File: src/rtl/packet_injector.sv
// Byte-serial packet source for the 1x3 router write port: header, payload, XOR parity,
// then an enforced inter-packet gap, all subject to the router's stop_packet backpressure.
module packet_injector #(
    parameter int unsigned GAP_CYCLES = 1,
    parameter int unsigned CNT_WIDTH  = 16
) (
    input  logic                 clk,
    input  logic                 rst,
    input  logic                 cmd_valid,
    output logic                 cmd_ready,
    input  logic [1:0]           cmd_dest,
    input  logic [5:0]           cmd_len,
    input  logic [7:0]           in_data,
    input  logic                 in_valid,
    output logic                 in_ready,
    input  logic                 stop_packet,
    output logic [7:0]           packet_out,
    output logic                 packet_valid_o,
    output logic                 pkt_done,
    output logic                 err_cmd,
    output logic [CNT_WIDTH-1:0] pkt_count,
    output logic [CNT_WIDTH-1:0] stall_count
);

    localparam int unsigned GapW = (GAP_CYCLES > 1) ? $clog2(GAP_CYCLES) : 1;

    typedef enum logic [1:0] {StIdle, StPayload, StParity, StGap} state_e;

    state_e               r_state, w_state;
    logic [7:0]           r_out, w_out;
    logic                 r_valid, w_valid;
    logic                 r_done, w_done;
    logic                 r_err, w_err;
    logic [CNT_WIDTH-1:0] r_pkt_cnt, w_pkt_cnt;
    logic [CNT_WIDTH-1:0] r_stall_cnt, w_stall_cnt;
    logic [7:0]           r_parity, w_parity;
    logic [5:0]           r_remaining, w_remaining;
    logic [GapW-1:0]      r_gap_cnt, w_gap_cnt;
    logic                 w_cmd_ready, w_in_ready, w_stalled, w_illegal;

    assign w_illegal = (cmd_dest == 2'd0) || (cmd_len == 6'd0);

    always_comb begin
        w_state     = r_state;
        w_out       = r_out;
        w_valid     = 1'b0;
        w_done      = 1'b0;
        w_err       = 1'b0;
        w_pkt_cnt   = r_pkt_cnt;
        w_stall_cnt = r_stall_cnt;
        w_parity    = r_parity;
        w_remaining = r_remaining;
        w_gap_cnt   = r_gap_cnt;
        w_cmd_ready = 1'b0;
        w_in_ready  = 1'b0;
        w_stalled   = 1'b0;

        unique case (r_state)
            StIdle: begin
                w_cmd_ready = !stop_packet;
                w_stalled   = cmd_valid && stop_packet;
                // Illegal commands are rejected even under backpressure: nothing is emitted.
                if (cmd_valid && w_illegal) begin
                    w_err = 1'b1;
                end else if (cmd_valid && !stop_packet) begin
                    w_out       = {cmd_len, cmd_dest};
                    w_valid     = 1'b1;
                    w_parity    = {cmd_len, cmd_dest};
                    w_remaining = cmd_len;
                    w_state     = StPayload;
                end
            end
            StPayload: begin
                w_in_ready = !stop_packet;
                w_stalled  = in_valid && stop_packet;
                if (in_valid && !stop_packet) begin
                    w_out       = in_data;
                    w_valid     = 1'b1;
                    w_parity    = r_parity ^ in_data;
                    w_remaining = r_remaining - 6'd1;
                    if (r_remaining == 6'd1) begin
                        w_state = StParity;
                    end
                end
            end
            StParity: begin
                w_stalled = stop_packet;
                if (!stop_packet) begin
                    w_out     = r_parity;
                    w_valid   = 1'b1;
                    w_done    = 1'b1;
                    w_pkt_cnt = r_pkt_cnt + CNT_WIDTH'(1);
                    if (GAP_CYCLES == 0) begin
                        w_state = StIdle;
                    end else begin
                        w_state   = StGap;
                        w_gap_cnt = GapW'(GAP_CYCLES - 1);
                    end
                end
            end
            StGap: begin
                if (r_gap_cnt == '0) begin
                    w_state = StIdle;
                end else begin
                    w_gap_cnt = r_gap_cnt - GapW'(1);
                end
            end
            default: w_state = StIdle;
        endcase

        if (w_stalled) begin
            w_stall_cnt = r_stall_cnt + CNT_WIDTH'(1);
        end
    end

    always_ff @(posedge clk or negedge rst) begin
        if (!rst) begin
            r_state     <= StIdle;
            r_out       <= 8'h00;
            r_valid     <= 1'b0;
            r_done      <= 1'b0;
            r_err       <= 1'b0;
            r_pkt_cnt   <= '0;
            r_stall_cnt <= '0;
            r_parity    <= 8'h00;
            r_remaining <= 6'd0;
            r_gap_cnt   <= '0;
        end else begin
            r_state     <= w_state;
            r_out       <= w_out;
            r_valid     <= w_valid;
            r_done      <= w_done;
            r_err       <= w_err;
            r_pkt_cnt   <= w_pkt_cnt;
            r_stall_cnt <= w_stall_cnt;
            r_parity    <= w_parity;
            r_remaining <= w_remaining;
            r_gap_cnt   <= w_gap_cnt;
        end
    end

    assign cmd_ready      = w_cmd_ready;
    assign in_ready       = w_in_ready;
    assign packet_out     = r_out;
    assign packet_valid_o = r_valid;
    assign pkt_done       = r_done;
    assign err_cmd        = r_err;
    assign pkt_count      = r_pkt_cnt;
    assign stall_count    = r_stall_cnt;

endmodule

File: config.mk
export PLATFORM = sky130hd
export DESIGN_NAME = packet_injector
export DESIGN_NICKNAME = d
export VERILOG_FILES = /design/src/rtl/packet_injector.sv
export SDC_FILE = /design/constraint.sdc
export NUM_CORES = 1
export LEC_CHECK = 0
export BUFFER_PORTS_ARGS = -buffer_cell sky130_fd_sc_hd__buf_2
export CAP_MARGIN = 10
export CORE_ASPECT_RATIO = 1.75
export CORE_MARGIN = 3
export CORE_UTILIZATION = 29
export DETAILED_ROUTE_END_ITERATION = 7
export SYNTH_ARGS = -nofsm -noshare
export SYNTH_HDL_FRONTEND = slang
export SYNTH_SLANG_ARGS = --single-unit
File: constraint.sdc
create_clock -name clk -period 1.9 [get_ports clk]
set_input_delay 0.19 -clock clk [delete_from_list [all_inputs] [get_ports clk]]
set_output_delay 0.19 -clock clk [all_outputs]
set_load 0.02 [all_outputs]
==> impl_results.md, run 1 <==
- Most used DFF post-synth: sky130_fd_sc_hd__dfrtp_1
- Final hold slack: between 0.1 and 0.15 ns
- CTS tree: yes
- Cell at the root of the clock tree: sky130_fd_sc_hd__clkbuf_16
- Number of endpoints with negative hold slack in the final report: 0
- Worst voltage drop across the vdd grid: 1.13 mV
- Share of Yosys cell area claimed by the top area cell type: 0.457
- Pins Over Slew Limit: 0
- Nets in the synthesized netlist: 338
- Remaining antenna violation count after routing: 0
- H-tree Lvls: 3
- Total half-perimeter wirelength after legalization and detailed placement: 6.81 mm
- Required time of the worst setup path: 2.10 ns
- Vias: between 2k and 3k
- Overall routing resource usage: 0.149
- Minimum clock period: 1.82 ns
- Final setup vio count: 0
- Syn Area/Cell: ~10 sq um
- Number of detailed-route iterations in the first pass: 4
- Cell taking the most area after synthesis: sky130_fd_sc_hd__dfrtp_1
- Global-route congestion overflow total: 0
- Slowest CP cell: sky130_fd_sc_hd__a2111oi_4
- Outcome: finished clean
- Post-synthesis instance total: 309
- Routed wire length per instance: 17.3 um
- CP Max Fanout: 6
- CTS buffer count: 9
- Total net switching power: 2580 uW
- Switching power as a share of total power: 0.403
- Area of the mapped netlist: between 3000 and 4000 sq um
- Cell with the most instances after synthesis: sky130_fd_sc_hd__dfrtp_1
- Num Clock Sinks: a little under 60
- WP buf/inv: 2
- Most area-consuming cells after synthesis: sky130_fd_sc_hd__dfrtp_1 46%, sky130_fd_sc_hd__xnor2_1 5.2%, sky130_fd_sc_hd__mux2_2 3.8%
- Family with the most delay on the worst path: compound AO/OA/AOI/OAI gates
- Peak clock frequency supported by timing: 0.548 GHz
- Maximum number of pins on one net before global-route repair: 60
- Sequential share of the synthesized area: 0.457
- # nets final: 424
- Combinational fraction of design power: 0.476
- Fraction of layout cells with a size suffix above 1: 0.344
- Detailed-route vias per instance: roughly 5.3
- IO Count: 66
- Post-CTS clock slew at the launch and capture registers of the worst setup and hold paths: 0.05 ns
- Max stage delay on crit path: roughly 0.44 ns
- Share of synthesized flip-flops with an asynchronous set or reset: 1.00
- Floorplan die area: 12500 sq um
- Fraction of power consumed by the clock network: 0.218
- Worst max-slew margin expressed relative to the limit: 0.686
- Routed wire length: 9.12 mm
- Number of global-route vias before repair: roughly 2.8k
- Class of the tightest hold or removal check: input port to flop
- IO Port Bufs: 65
- Sequential Power Share: 0.306
- #FFs+latches synth: just under 60
- Fin util: 0.387
- Clock tree skew after final layout: 0.00735 ns
- Number of max-capacitance violations reported: 0
- Die Width: around 86 um
- Count of synthesis-stage warnings from yosys: 0
- N_diodes: 0
- Final period util: 0.960
- Clock Latency Late Sink: 0.33 ns
- Arrival time of the worst setup path: 2.03 ns
- Ranking of synthesized cells by instance count: 59 x sky130_fd_sc_hd__dfrtp_1, 24 x sky130_fd_sc_hd__nand2_1, 23 x sky130_fd_sc_hd__nor2_1
- Core region area: 10800 sq um
- CP cell instances: inv_2, ha_4, nand3b_4, a2111oi_4, buf_4, nand2_1, xnor2_1
- Critical Path Sink Type: flop
- Category of the most critical setup path: flop to flop
- Post-route insts no fill: 528
- Leakage: 0.00195 uW
- Number of enable flip-flop cells after synthesis: 0
- Final GP Congestion: 0.853
- Number of remaining DRC errors: 0
- Placement Rows: 50
- P per Cell Area: 1540 nW/um^2
- Count of different cell masters after synthesis: 50
- Power Internal: 3830 uW
- First-pass GRT wire length: 14.3 mm
- Clock tree buffer depth: 2
- Die Height: 146 um
- Worst-margin pin slew: 0.460 ns
- Element type at the critical path start: flop
- Cells after DPL: 509
- Initial antenna violation count: 0
- Initial Util: 0.300
- Setup repair after global routing missed its margin: true
- First DRT Iteration DRCs: 171
- Pwr Total: 6400 uW
- Layout Area Growth over Synthesis: 28.9%
[flip-flops by register name, summed over array words and instances, names as in the netlist, 2 cells and up]
register and count:
r_remaining 6, r_parity 8, r_state 2, pkt_count 16, packet_out 8, stall_count 16
[final timing paths]
| kind | cells past startpoint | startpoint | endpoint | slack (ns) |
|---|---|---|---|---|
| max in group asynchronous | 3 | rst | packet_out[1] | 1.21 |
| worst min register to register | 1 | pkt_count[15] | pkt_count[15] | 0.46 |
| worst max register to register | 7 | r_state[0] | stall_count[7] | 0.08 |
| min in group asynchronous | 3 | rst | stall_count[5] | 0.39 |
| worst min-delay path | 3 | in_data[0] | r_parity[0] | 0.14 |
| worst max-delay path | 7 | r_state[0] | stall_count[7] | 0.08 |
[kinds of logic (layout without fill, tap and decap cells)]
| logic type | count (synthesis) | after routing | share of synthesized area |
|---|---|---|---|
| simple gates | 108 | 108 | 0.186 |
| compound gates | 68 | 68 | 0.170 |
| flops | 59 | 59 | 0.457 |
| xor+xnor | 30 | 30 | 0.0814 |
| buf+inv | 25 | 114 | 0.0360 |
| mux | 11 | 11 | 0.0384 |
| fa+ha+maj | 8 | 8 | 0.0310 |
[stage by stage]
stage / area [sq um] / worst slack, ns / TNS, ns
6_report: 4160 / 0.0753 / 0
5_1_grt: 4160 / -0.0140 / -0.0730
4_1_cts: 4080 / 0.0199 / 0
3_5_place_dp: 3800 / -0.0976 / -0.700
3_3_place_gp: 3800 / -0.0242 / -0.0242
2_1_floorplan: 3230 / 0.118 / 0
[placed cells by master (no fill, tap or decap), types with 5 or more instances in the layout]
| cell type | synthesis | routed |
|---|---|---|
| sky130_fd_sc_hd__inv_1 | 13 | 11 |
| sky130_fd_sc_hd__and4_1 | 5 | 5 |
| sky130_fd_sc_hd__a41oi_1 | 8 | 8 |
| sky130_fd_sc_hd__ha_1 | 8 | 5 |
| sky130_fd_sc_hd__a31oi_1 | 6 | 6 |
| sky130_fd_sc_hd__a22oi_1 | 5 | 5 |
| sky130_fd_sc_hd__xor2_1 | 11 | 11 |
| sky130_fd_sc_hd__xnor2_1 | 19 | 19 |
| sky130_fd_sc_hd__a21oi_1 | 16 | 15 |
| sky130_fd_sc_hd__buf_2 | 6 | 65 |
| sky130_fd_sc_hd__a211oi_1 | 5 | 5 |
| sky130_fd_sc_hd__buf_4 | 0 | 19 |
| sky130_fd_sc_hd__and3_1 | 9 | 9 |
| sky130_fd_sc_hd__nor2_1 | 23 | 22 |
| sky130_fd_sc_hd__nand4_1 | 15 | 15 |
| sky130_fd_sc_hd__clkbuf_16 | 0 | 9 |
| sky130_fd_sc_hd__nand3_1 | 8 | 8 |
| sky130_fd_sc_hd__nand2_1 | 24 | 24 |
| sky130_fd_sc_hd__mux2_2 | 11 | 11 |
| sky130_fd_sc_hd__dfrtp_1 | 59 | 58 |
[power groups by stage]
stage,Combinational [uW],Sequential (uW),Clock (uW)
after floorplan,1710,2150,0
after global placement,2850,1950,0
after detailed placement,2890,1960,0
after CTS,2910,1950,1440
after global routing,3320,2020,1480
final,3050,1960,1400
[final cells by class]
type | count | area [sq um]
Timing Repair Buffer | 87 | 518
Inverter | 13 | 48.8
Sequential cell | 59 | 1480
Clock buffer | 10 | 229
Fill cell | 1097 | 6600
Multi-Input combinational cell | 225 | 1710
Tap cell | 130 | 163
Clock inverter | 4 | 20.0
[metal layers]
| metal | up-vias | share of wire | track usage |
|---|---|---|---|
| li1 | 1313 | - | - |
| met1 | 1358 | 0.38 | 0.155 |
| met2 | 88 | 0.53 | 0.253 |
| met3 | 27 | 0.044 | 0.0425 |
| met4 | 0 | 0.050 | 0.101 |
| met5 | - | 0 | 0 |
[worst register-to-register path, cell delays in order (launching register included)]
cell and delay [ns]:
sky130_fd_sc_hd__dfrtp_2 0.43, sky130_fd_sc_hd__inv_2 0.13, sky130_fd_sc_hd__ha_4 0.19, sky130_fd_sc_hd__nand3b_4 0.12, sky130_fd_sc_hd__a2111oi_4 0.44, sky130_fd_sc_hd__buf_4 0.19
sky130_fd_sc_hd__nand2_1 0.06, sky130_fd_sc_hd__xnor2_1 0.14
[repair_timing]
| item | in CTS | in global routing |
|---|---|---|
| hold buffers | 1 | 0 |
| gates resized for setup | 2 | 15 |
| pin swaps | 3 | 4 |
| buffers inserted | 2 | 2 |
| hold endpoints to repair | 59 | 0 |
| setup endpoints to repair | 16 | 41 |
Note: power is estimated with default switching activity, not from simulation.
==> inputs of run 2 (changes only) <==
- clock period: 1.9 -> 2.01 ns (I/O delays scaled with it)
==> run 2 against run 1 <==
Effect of this change: utilization is 0.43 points lower; sequential power is 6% lower; non-clock buffer count is 4 lower; register-to-register slack hardly changed; combinational power is 10% lower; die area stayed put; sequential share of layout area is 0.37 points higher; count of clock-buffer cells in the layout is 3 higher; design area is 1.1% lower.
==> impl_results.md, run 2 (synthesis gave the netlist of run 1 again) <==
- Outcome: finished clean
- H-tree Lvls: 3 (unchanged)
- Final design area excluding fillers: 4120 sq um (-1.1%)
- Routed wire length per instance: 17.1 um (-1.0%)
- Die Height: 146 um (unchanged)
- Routed wire length: 8.97 mm (-1.6%)
- Detailed-route vias per instance: 5.30 (+0.35%)
- Family with the most delay on the worst path: compound AO/OA/AOI/OAI gates
- First DRT Iteration DRCs: 174 (+1.8%)
- Category of the most critical setup path: flop to flop
- First-pass GRT wire length: 14.9 mm (+4.1%)
- Final hold slack: 0.182 ns (+0.0396 ns)
- Initial Util: 0.300 (unchanged)
- Clock tree buffer depth: 2 (unchanged)
- Overall routing resource usage: 0.151 (+0.00248)
- Register cell area after layout: 1480 sq um (about the same)
- Fraction of layout cells with a size suffix above 1: 0.314 (-0.0303)
- WP buf/inv: 1 (-1)
- Max stage delay on crit path: 0.44 ns (about the same)
- IO Port Bufs: 65 (unchanged)
- Clock tree skew after final layout: 0.00637 ns (-0.000978 ns)
- Num Clock Sinks: 59 (unchanged)
- Die Width: 85.8 um (unchanged)
- Final setup vio count: 0 (unchanged)
- Worst-margin pin slew: 0.645 ns (+0.185 ns)
- Total half-perimeter wirelength after legalization and detailed placement: 6.98 mm (+2.5%)
- N_diodes: 0 (unchanged)
- Core region area: 10800 sq um (unchanged)
- Post-route insts no fill: 525 (-0.57%)
- Placed inst area: 3770 sq um (-0.72%)
- Final period util: 0.963 (+0.00305)
- Placement Rows: 50 (unchanged)
- Cells after DPL: 507 (-0.39%)
- IO Count: 66 (unchanged)
- CP Max Fanout: 8 (+2)
- # nets final: 420 (-0.94%)
- Critical Path Sink Type: flop
- CP cell instances: inv_1, ha_2, nand2b_1, a2111o_1, nor2_1, o32ai_1
- Peak clock frequency supported by timing: 0.516 GHz (-5.8%)
- Element type at the critical path start: flop
- Final GP Congestion: 0.949 (+11%)
- Worst max-slew margin expressed relative to the limit: 0.570 (-0.116)
- Minimum clock period: 1.94 ns (+0.112 ns)
- Setup_tns: 0 ns (unchanged)
- Count of fill cells added during filler insertion: 1082 (-1.4%)
- Number of endpoints with negative hold slack in the final report: 0 (unchanged)
- Layout Area Growth over Synthesis: 27.5%
- Post-CTS clock slew at the launch and capture registers of the worst setup and hold paths: 0.05 ns (about the same)
- CTS tree: yes
- Cell at the root of the clock tree: sky130_fd_sc_hd__clkbuf_16
- Number of remaining DRC errors: 0 (unchanged)
- Worst voltage drop across the vdd grid: 0.735 mV (-35%)
- Commonest cells after routing, fill and taps aside: 65 x sky130_fd_sc_hd__buf_2, 59 x sky130_fd_sc_hd__dfrtp_1, 24 x sky130_fd_sc_hd__nand2_1
- CTS buffer count: 9 (unchanged)
- Arrival time of the worst setup path: 2.12 ns (+0.09 ns)
- Slowest CP cell: sky130_fd_sc_hd__a2111o_1
- Combined area of the multi-input logic cells: 1660 sq um (-2.9%)
- Initial antenna violation count: 0 (unchanged)
- Most common library cell in the layout ignoring fill and taps: sky130_fd_sc_hd__buf_2
- Number of max-capacitance violations reported: 0 (unchanged)
- Clock Latency Late Sink: 0.32 ns (about the same)
- Floorplan die area: 12500 sq um (unchanged)
- P per Cell Area: 1480 nW/um^2 (-3.9%)
- Vias: 2780 (-0.22%)
- Required time of the worst setup path: 2.19 ns (+0.09 ns)
- Leakage: 0.00193 uW (-0.59%)
- Number of global-route vias before repair: 2946 (+4.2%)
- Maximum number of pins on one net before global-route repair: 28 (-53%)
- Class of the tightest hold or removal check: input port to flop
- Remaining antenna violation count after routing: 0 (unchanged)
- Global-route congestion overflow total: 0 (unchanged)
- Number of detailed-route iterations in the first pass: 4 (unchanged)
- Pins Over Slew Limit: 0 (unchanged)
## run 2: metal layers
layer	share of wire	wire, um	global-route usage
met4	0.055	489	0.0935
met5	0	0	0
met1	0.39	3460	0.160
met2	0.52	4670	0.260
met3	0.039	354	0.0414
## run 2: per-stage QoR
stage / utilization / worst slack (ns) / power (uW)
floorplan: - / 0.228 / 3650
global route: 0.382 / -0.00185 / 6500
CTS: 0.380 / 0.0324 / 6090
global placement: 0.351 / 0.0491 / 4480
finish: 0.382 / 0.0735 / 6090
detailed placement: 0.351 / -0.0377 / 4540
## run 2: worst min-delay path, delay by kind of cell
kind                   cells  cell delay [ns]
buffers and inverters      1             0.15
AOI/OAI and AO/OA          1             0.03
and+or+nand+nor            1             0.08
## run 2: layout make-up
type | count | share of cell area
Multi-Input combinational cell | 225 | 0.403
Sequential cell | 59 | 0.359
Timing Repair Buffer | 83 | 0.116
Clock buffer | 13 | 0.0632
Tap cell | 130 | 0.0395
Inverter | 13 | 0.0119
Clock inverter | 2 | 0.00851
## run 2: worst paths after layout
path / start / endpoint / slack, ns / cells after the start
setup / recovery: r_state[0] / r_remaining[0] / 0.07 / 6
hold / removal: cmd_valid / err_cmd / 0.18 / 3
setup reg to reg: r_state[0] / r_remaining[0] / 0.07 / 6
hold reg to reg: pkt_count[15] / pkt_count[15] / 0.47 / 1
max in group asynchronous: rst / stall_count[1] / 0.97 / 3
min in group asynchronous: rst / stall_count[7] / 0.45 / 2
## run 2: report_power, final
part           switching (uW)  internal, uW  total, uW
Sequential                298          1540       1840
Clock                     493          1020       1510
Combinational            1590          1150       2740
## run 2: repair_timing
item                                    CTS  global route
pin swaps                                 1             2
hold buffers                              1             0
buffers inserted                          1             1
resized for setup                         1             4
cloned                                    0             0
endpoints found under the setup margin    5            12
hold endpoints to repair                 25             0
==> inputs of run 3 (changes only) <==
- GPL_TIMING_DRIVEN: not set -> 0
==> run 3 against run 2 <==
Effect of this change: first-iteration DRC count increased by 51%; via count increased by 0.18%; combinational power increased by 4%; die area unchanged; critical path type unchanged.
==> impl_results.md, run 3 (synthesis gave the netlist of run 1 again) <==
- CTS buffer count: 9 (unchanged)
- Die Width: 85.8 um (unchanged)
- Category of the most critical setup path: flop to flop
- First-pass GRT wire length: 14.8 mm (-0.37%)
- Min-Delay Path Depth: 3 (unchanged)
- Number of max-capacitance violations reported: 0 (unchanged)
- N_diodes: 0 (unchanged)
- Post-CTS clock slew at the launch and capture registers of the worst setup and hold paths: 0.05 ns (about the same)
- Worst-margin pin slew: 0.625 ns (-0.0199 ns)
- Pins Over Slew Limit: 0 (unchanged)
- H-tree Lvls: 3 (unchanged)
- Vias: 2785 (+0.18%)
- Fraction of layout cells with a size suffix above 1: 0.330 (+0.0160)
- Total half-perimeter wirelength after legalization and detailed placement: 6.99 mm (+0.25%)
- IO Port Bufs: 65 (unchanged)
- CTS tree: yes
- Final setup vio count: 0 (unchanged)
- Floorplan die area: 12500 sq um (unchanged)
- Worst setup path start: r_state[1]
- Remaining antenna violation count after routing: 0 (unchanged)
- Cells after DPL: 506 (-0.20%)
- Max stage delay on crit path: 0.40 ns (-0.04 ns)
- Class of the tightest hold or removal check: input port to flop
- Initial antenna violation count: 0 (unchanged)
- Number of global-route vias before repair: 3063 (+4.0%)
- Leakage: 0.00194 uW (+0.37%)
- Slowest CP cell: sky130_fd_sc_hd__dfrtp_1
- Sequential Power Share: 0.298 (-0.004)
- Routed wire length per instance: 17.5 um (+2.2%)
- Minimum clock period: 1.93 ns (-0.0108 ns)
- Clock tree skew after final layout: 0.00574 ns (-0.000631 ns)
- Number of stages on the worst setup path: 7 (+1)
- Maximum number of pins on one net before global-route repair: 38 (+36%)
- Worst max-slew margin expressed relative to the limit: 0.583 (+0.0133)
- P per Cell Area: 1480 nW/um^2 (+0.27%)
- CP cell instances: inv_1, ha_2, buf_6, clkinvlp_4, a41o_1, nand4_1, mux2_2
- Commonest cells after routing, fill and taps aside: 67 x sky130_fd_sc_hd__buf_2, 59 x sky130_fd_sc_hd__dfrtp_1, 24 x sky130_fd_sc_hd__nand2_1
- Fraction of power consumed by the clock network: 0.238 (-0.010)
- Detailed-route vias per instance: 5.31 (+0.37%)
- Worst voltage drop across the vdd grid: 0.695 mV (-5.5%)
- Power Internal: 3700 uW (-0.12%)
- Core region area: 10800 sq um (unchanged)
- # nets final: 420 (unchanged)
- Overall routing resource usage: 0.151 (about the same)
- WP buf/inv: 3 (+2)
- Setup_tns: 0 ns (unchanged)
- Cell at the root of the clock tree: sky130_fd_sc_hd__clkbuf_16
- Most common library cell in the layout ignoring fill and taps: sky130_fd_sc_hd__buf_2
- Number of remaining DRC errors: 0 (unchanged)
- IO Count: 66 (unchanged)
- Final hold slack: 0.172 ns (-0.00930 ns)
- Critical Path Sink Type: flop
- Num Clock Sinks: 59 (unchanged)
- Launch point of the worst reg-to-reg path: r_state[1]
- Arrival time of the worst setup path: 2.12 ns (about the same)
- Setup repair after global routing missed its margin: true
- Final GP Congestion: 0.925 (-2.5%)
- Required time of the worst setup path: 2.21 ns (+0.02 ns)
- Flop-to-flop setup slack: 0.08 ns (about the same)
- Final period util: 0.958 (-0.00535)
- Clock Latency Late Sink: 0.32 ns (about the same)
- Total net switching power: 2450 uW (+2.8%)
- Peak clock frequency supported by timing: 0.519 GHz (+0.56%)
- CP Max Fanout: 10 (+2)
- Number of detailed-route iterations in the first pass: 4 (unchanged)
- R2R depth: 7 (+1)
- Switching power as a share of total power: 0.398 (+0.00694)
- Layout Area Growth over Synthesis: 28.4%
- Combinational fraction of design power: 0.464 (+0.014)
- Final design area excluding fillers: 4150 sq um (+0.76%)
- Die Height: 146 um (unchanged)
- Global-route congestion overflow total: 0 (unchanged)
- Outcome: finished clean
- Routed wire length: 9.15 mm (+2.0%)
- Placement Rows: 50 (unchanged)
- Fin util: 0.385 (+0.00291)
- Post-route insts no fill: 524 (-0.19%)
- First DRT Iteration DRCs: 263 (+51%)
- Clock tree buffer depth: 2 (unchanged)
- Element type at the critical path start: flop
- Family with the most delay on the worst path: flip-flops
- Initial Util: 0.300 (unchanged)
- Number of endpoints with negative hold slack in the final report: 0 (unchanged)
- Hold path startpoint: in_data[0]
- Placed inst area: 3760 sq um (-0.27%)
-- run 3: cell types whose count changed in the layout (fill, tap and decap cells not counted), sizes merged --
cell,before,now
inv,13,12
clkbuf,13,15
buf,82,78
clkinv,1,2
clkinvlp,0,1
-- run 3: path summary, 6_finish.rpt --
| kind | endpoint |
|---|---|
| max | r_state[1] |
| min | r_parity[0] |
| max reg2reg | r_state[1] |
| min reg2reg | pkt_count[15] |
| max in group asynchronous | r_parity[2] |
| min in group asynchronous | stall_count[9] |
-- run 3: what timing repair did --
action / 4_1_cts / 5_1_grt
resized for setup: 7 / 16
pin swaps: 1 / 5
setup buffers: 2 / 2
hold buffers: 1 / 0
setup endpoints to repair: 18 / 33
hold endpoints to repair: 37 / 0
-- run 3: worst reg2reg max path: stages (launching register included) --
cell	delay, ns
sky130_fd_sc_hd__dfrtp_1	0.40
sky130_fd_sc_hd__inv_1	0.10
sky130_fd_sc_hd__ha_2	0.24
sky130_fd_sc_hd__buf_6	0.17
sky130_fd_sc_hd__clkinvlp_4	0.13
sky130_fd_sc_hd__a41o_1	0.26
sky130_fd_sc_hd__nand4_1	0.16
sky130_fd_sc_hd__mux2_2	0.35
-- run 3: layout make-up --
cell class,instances,area (sq um)
Timing Repair Buffer,72,425
Multi-Input combinational cell,225,1670
Clock buffer,11,243
Inverter,13,52.6
Tap cell,130,163
Sequential cell,59,1480
Clock inverter,3,40.0
Buffer,11,81.3
Fill cell,1077,6610
-- run 3: per-layer routing --
layer  part of all wire  vias up  track usage
met4              0.045        0       0.0951
met3              0.049       26       0.0363
li1                   -     1305            -
met2               0.54      102        0.263
met5                  0        -            0
met1               0.36     1352        0.159
-- run 3: through the flow --
step | total power (uW) | setup WS, ns
floorplan | 3650 | 0.228
finish | 6150 | 0.0843
CTS | 6100 | 0.00795
detailed placement | 4480 | -0.116
global route | 6540 | -0.0156
global placement | 4410 | -0.125
-- run 3: power by group through the flow --
stage / registers, uW / clock network, uW / logic [uW]
after floorplan: 2030 / 0 / 1620
after global placement: 1820 / 0 / 2590
after detailed placement: 1840 / 0 / 2650
after CTS: 1820 / 1510 / 2770
after global routing: 1880 / 1560 / 3100
final: 1830 / 1460 / 2850
